$ cat config.mk
export PLATFORM = sky130hd
export DESIGN_NAME = mux_arbiter
export DESIGN_NICKNAME = d
export VERILOG_FILES = /design/src/rtl/mux_arb_pkg.sv /design/src/rtl/mux_arb_dp.sv /design/src/rtl/mux_arbiter.sv
export SDC_FILE = /design/constraint.sdc
export NUM_CORES = 1
export LEC_CHECK = 0
export CELL_PAD_IN_SITES_DETAIL_PLACEMENT = 0
export CELL_PAD_IN_SITES_GLOBAL_PLACEMENT = 1
export CORE_MARGIN = 5
export CORE_UTILIZATION = 32
export CTS_CLUSTER_SIZE = 12
export DETAILED_ROUTE_END_ITERATION = 8
export PLACE_DENSITY_LB_ADDON = 0.1
export SLEW_MARGIN = 5
export SYNTH_ARGS = -nofsm -noshare
export SYNTH_HDL_FRONTEND = slang
export SYNTH_SLANG_ARGS = --single-unit
export TNS_END_PERCENT = 5
$ cat constraint.sdc
create_clock -name clk -period 3.4 [get_ports clk]
set_clock_uncertainty 0.2 [all_clocks]
set_input_delay 0.34 -clock clk [delete_from_list [all_inputs] [get_ports clk]]
set_output_delay 0.34 -clock clk [all_outputs]
set_load 0.05 [all_outputs]
$ cat src/rtl/mux_arb_pkg.sv
// Shared definitions for the two-requester arbitrating mux: state encoding,
// default parameters and the hold counter width.
package mux_arb_pkg;

  typedef enum logic [1:0] {
    IDLE  = 2'd0,
    GNT_A = 2'd1,
    GNT_B = 2'd2
  } arb_state_e;

  localparam int DEFAULT_WIDTH    = 8;
  localparam int DEFAULT_MAX_HOLD = 4;
  // Wide enough for MAX_HOLD-1 with MAX_HOLD up to 15.
  localparam int HOLD_W           = 4;

endpackage

$ cat src/rtl/mux_arb_dp.sv
// Registered data mux: captures the granted requester's word on a transfer
// cycle and flags it with x_valid one cycle later.
module mux_arb_dp
  import mux_arb_pkg::*;
#(
  parameter int WIDTH = DEFAULT_WIDTH
) (
  input  logic             clk,
  input  logic             rst_n,
  input  logic             xfer,
  input  logic             sel_b,
  input  logic [WIDTH-1:0] a,
  input  logic [WIDTH-1:0] b,
  output logic [WIDTH-1:0] x,
  output logic             x_valid
);

  // Output stage: x keeps its last word whenever no transfer happens.
  always_ff @(posedge clk or negedge rst_n) begin
    if (!rst_n) begin
      x       <= '0;
      x_valid <= 1'b0;
    end else begin
      x_valid <= xfer;
      if (xfer) x <= sel_b ? b : a;
    end
  end

endmodule

$ cat src/rtl/mux_arbiter.sv
// Two-requester arbiter with bounded hold time and a registered data mux.
// Ties go to the side that was not granted last; A wins the first tie.
module mux_arbiter
  import mux_arb_pkg::*;
#(
  parameter int WIDTH    = DEFAULT_WIDTH,
  parameter int MAX_HOLD = DEFAULT_MAX_HOLD
) (
  input  logic             clk,
  input  logic             rst_n,
  input  logic             req_a,
  input  logic             req_b,
  input  logic [WIDTH-1:0] a,
  input  logic [WIDTH-1:0] b,
  output logic             gnt_a,
  output logic             gnt_b,
  output logic             sel,
  output logic [WIDTH-1:0] x,
  output logic             x_valid
);

  localparam logic [HOLD_W-1:0] HOLD_LAST = HOLD_W'(MAX_HOLD - 1);

  arb_state_e        state, state_nxt;
  logic              last_gnt, last_gnt_nxt;
  logic [HOLD_W-1:0] hold_cnt, hold_cnt_nxt;
  logic              xfer;
  logic              at_limit;

  assign xfer     = ((state == GNT_A) && req_a) || ((state == GNT_B) && req_b);
  assign at_limit = (hold_cnt == HOLD_LAST);

  always_comb begin
    state_nxt    = state;
    last_gnt_nxt = last_gnt;
    hold_cnt_nxt = hold_cnt;
    case (state)
      IDLE: begin
        if (req_a && req_b)  state_nxt = last_gnt ? GNT_A : GNT_B;
        else if (req_a)      state_nxt = GNT_A;
        else if (req_b)      state_nxt = GNT_B;
      end
      GNT_A: begin
        // A dropped request hands over immediately, even at the hold limit.
        if (!req_a)                state_nxt = req_b ? GNT_B : IDLE;
        else if (req_b && at_limit) state_nxt = GNT_B;
      end
      GNT_B: begin
        if (!req_b)                state_nxt = req_a ? GNT_A : IDLE;
        else if (req_a && at_limit) state_nxt = GNT_A;
      end
      default: state_nxt = IDLE;
    endcase

    if (state_nxt != state) begin
      hold_cnt_nxt = '0;
      if (state_nxt == GNT_A) last_gnt_nxt = 1'b0;
      if (state_nxt == GNT_B) last_gnt_nxt = 1'b1;
    end else if (xfer) begin
      // Uncontested holder wraps the count instead of losing the grant.
      hold_cnt_nxt = at_limit ? '0 : hold_cnt + 1'b1;
    end
  end

  // Control registers; reset leaves B as last winner so A takes the first tie.
  always_ff @(posedge clk or negedge rst_n) begin
    if (!rst_n) begin
      state    <= IDLE;
      last_gnt <= 1'b1;
      hold_cnt <= '0;
    end else begin
      state    <= state_nxt;
      last_gnt <= last_gnt_nxt;
      hold_cnt <= hold_cnt_nxt;
    end
  end

  assign gnt_a = (state == GNT_A);
  assign gnt_b = (state == GNT_B);
  assign sel   = gnt_b;

  mux_arb_dp #(
    .WIDTH(WIDTH)
  ) u_dp (
    .clk    (clk),
    .rst_n  (rst_n),
    .xfer   (xfer),
    .sel_b  (gnt_b),
    .a      (a),
    .b      (b),
    .x      (x),
    .x_valid(x_valid)
  );

endmodule

==> impl_metrics.env <==
export IMPL_status="complete, no violations"
export IMPL_antenna_found_initial=0
export IMPL_synthTopCellsByArea="dfrtp_1 (42%), mux2i_1 (11%), nand2_1 (5.5%), o21ai_0 (5.0%), nand3b_4 (4.5%)"
export IMPL_whs_ns=0.287
export IMPL_gp_congestion=0.809
export IMPL_cts_buffers=3
export IMPL_ant_nets=0
export IMPL_post_route_util=0.455
export IMPL_seq_area_frac_synth=0.450
export IMPL_fin_crit_sh=0.816
export IMPL_grt_pass1_wl_um=3440
export IMPL_dp_cells=143
export IMPL_syn_avg_cell_area_um2=10.4
export IMPL_wire_per_inst_um=12.8
export IMPL_dr_total_vias=714
export IMPL_p_leak_nw=0.537
export IMPL_synth_xor_area_share=0.00980
export IMPL_vias_per_cell=4.86
export IMPL_ys_seq_elements=16
export IMPL_post_cts_setup_buffers=0
export IMPL_r2r_cells=8
export IMPL_synthMuxAreaShare=0.137
export IMPL_stdcell_count=147
export IMPL_tightest_slew_ns=0.740
export IMPL_synth_simple_area_share=0.224
export IMPL_track_usage=0.107
export IMPL_start_util=0.330
export IMPL_grt_max_degree=22
export IMPL_synth_most_common_cell="dfrtp_1"
export IMPL_hold_viol=0
export IMPL_cap_violations=0
export IMPL_die_h_um=62.8
export IMPL_wl_um=1880
export IMPL_max_slew_margin_rel=0.505
export IMPL_netlist_cell_type_count=29
export IMPL_synth_compound_area_frac=0.0938
export IMPL_tritoncts="done"
export IMPL_area_delta_synth_final_pct=38.0
export IMPL_io_pins=32
export IMPL_end_kind="flip-flop"
export IMPL_path_max_fanout=5
export IMPL_overflow=0
export IMPL_cts_root_buf="clkbuf_4"
export IMPL_async_flop_share=1.00
export IMPL_fin_crit_ns=2.77
export IMPL_htree_num_levels=1
export IMPL_numPortBuffers=31
export IMPL_ff2ff_setup_slack_ns=0.63
export IMPL_fin_setup_tns_ns=0
export IMPL_grt_pass1_vias=743
export IMPL_core_area_mm2=0.00271
export IMPL_num_antenna_cells=0
export IMPL_syn_area_um2=893
export IMPL_timing_final_ws_setup_ns=0.626
export IMPL_clk_latency_ns=0.28
export IMPL_dieArea_mm2=0.00395
export IMPL_worstReg2RegStart="hold_cnt[0]$_DFFE_PN0P_"
export IMPL_synth_top_area_cell="dfrtp_1"
export IMPL_ctsResizeCount=0
export IMPL_powerDensity_mw_per_mm2=651
export IMPL_synth_edf_count=0
export IMPL_drc=0
export IMPL_ys_top_cells_by_count="dfrtp_1 (15), nand2_1 (13), mux2i_1 (10), o21ai_0 (9), a21oi_1 (5)"
export IMPL_cp_start_kind="flip-flop"
export IMPL_place_hpwl_um=1540
export IMPL_ctsHoldBuffers=0
export IMPL_postPlaceCellArea_mm2=0.00121
export IMPL_crit_type="reg -> reg"
export IMPL_setup_viol=0
export IMPL_drive_above_1_share=0.112
export IMPL_synth_top_area_frac=0.420
export IMPL_drt_iter0_markers=11
export IMPL_synthAdderAreaFrac=0.0280
export IMPL_stdcell_area_mm2=0.00123
export IMPL_maxSlewViolCount=0
export IMPL_pre_cts_slack_ns=0.637
export IMPL_crit_arrival_ns=2.78
export IMPL_ys_warn_count=0
export IMPL_rows=19
export IMPL_clockBufferDepth=2
export IMPL_ir_drop_uv=363
export IMPL_fin_nets=139
export IMPL_die_w_um=62.8
export IMPL_path_clk_slew_ns=0.10
export IMPL_drtPass1Iterations=4
export IMPL_r2r_end="last_gnt$_DFFE_PN1P_"
export IMPL_synth_flop_cell="dfrtp_1"
export IMPL_grt_setup_unrepaired="false"
export IMPL_postSynthCellCount=86
export IMPL_cts_sinks=16
export IMPL_synthesis_nets=108
export IMPL_min_path_type="in -> async"
export IMPL_crit_required_ns=3.41
export IMPL_synth_top_family_by_area="simple AND/OR/NAND/NOR gates"
export IMPL_finalPower_mw=0.802
export IMPL_fmaxAchievable_ghz=0.360
flip-flops by register name (all words and copies together), names as in the netlist:
signal	cells
u_dp.x	8
state	2
last_gnt	1
u_dp.x_valid	1
hold_cnt	4
cells by family (layout without fill, tap and decap cells):
family          after synthesis  in the layout
xor+xnor                      1              1
compound gates               16             16
simple gates                 31             31
buf+inv                       8             38
fa+ha+maj                     2              2
mux                          12             12
flops                        16             16
area by class of cell:
cell class                      instances  area, µm²
Clock buffer                            4       26.3
Fill cell                             272       1480
Inverter                                2       7.51
Multi-Input combinational cell         62        440
Sequential cell                        16        402
Tap cell                               31       38.8
Timing Repair Buffer                   32        318
worst max-delay path: stages (launching register included):
cell	delay, ns
dfrtp_1	0.40
ha_1	0.21
nor3b_4	0.32
mux2_2	0.37
o21ai_1	0.17
nand3_1	0.10
ha_1	0.32
nor4_2	0.27
mux2_1	0.35
placed cells by master (no fill, tap or decap), types with 2 or more instances in the layout:
cell type / count
nand3b_4: 2
clkbuf_4: 3
clkdlybuf4s50_1: 31
mux2i_1: 10
nand2_1: 13
ha_1: 2
a21oi_1: 5
nor3_1: 2
dfrtp_1: 15
nand3_1: 2
o21ai_0: 9
nor2_1: 3
nor2b_1: 2
how the worst max path moves through the flow:
stage,startpoint,to,slack (ns),cells after the start
finish,hold_cnt[0]$_DFFE_PN0P_,last_gnt$_DFFE_PN1P_,0.63,8
global route,hold_cnt[0]$_DFFE_PN0P_,last_gnt$_DFFE_PN1P_,0.46,8
CTS,hold_cnt[0]$_DFFE_PN0P_,last_gnt$_DFFE_PN1P_,0.62,8
detailed placement,hold_cnt[0]$_DFFE_PN0P_,last_gnt$_DFFE_PN1P_,0.64,8
global placement,hold_cnt[0]$_DFFE_PN0P_,last_gnt$_DFFE_PN1P_,0.72,8
floorplan,hold_cnt[0]$_DFFE_PN0P_,last_gnt$_DFFE_PN1P_,0.82,8
per-layer routing:
metal	vias to the layer above	share of wire	global-route usage
met3	2	0.067	0.0378
met2	15	0.52	0.179
met1	337	0.40	0.123
li1	360	-	-
met5	-	0	0
met4	0	0.0085	0.0451
power breakdown:
group / switching, mW / internal [mW]
registers: 0.0354 / 0.247
logic: 0.261 / 0.154
clock network: 0.0591 / 0.0455
(Power assumes the default switching activity.)
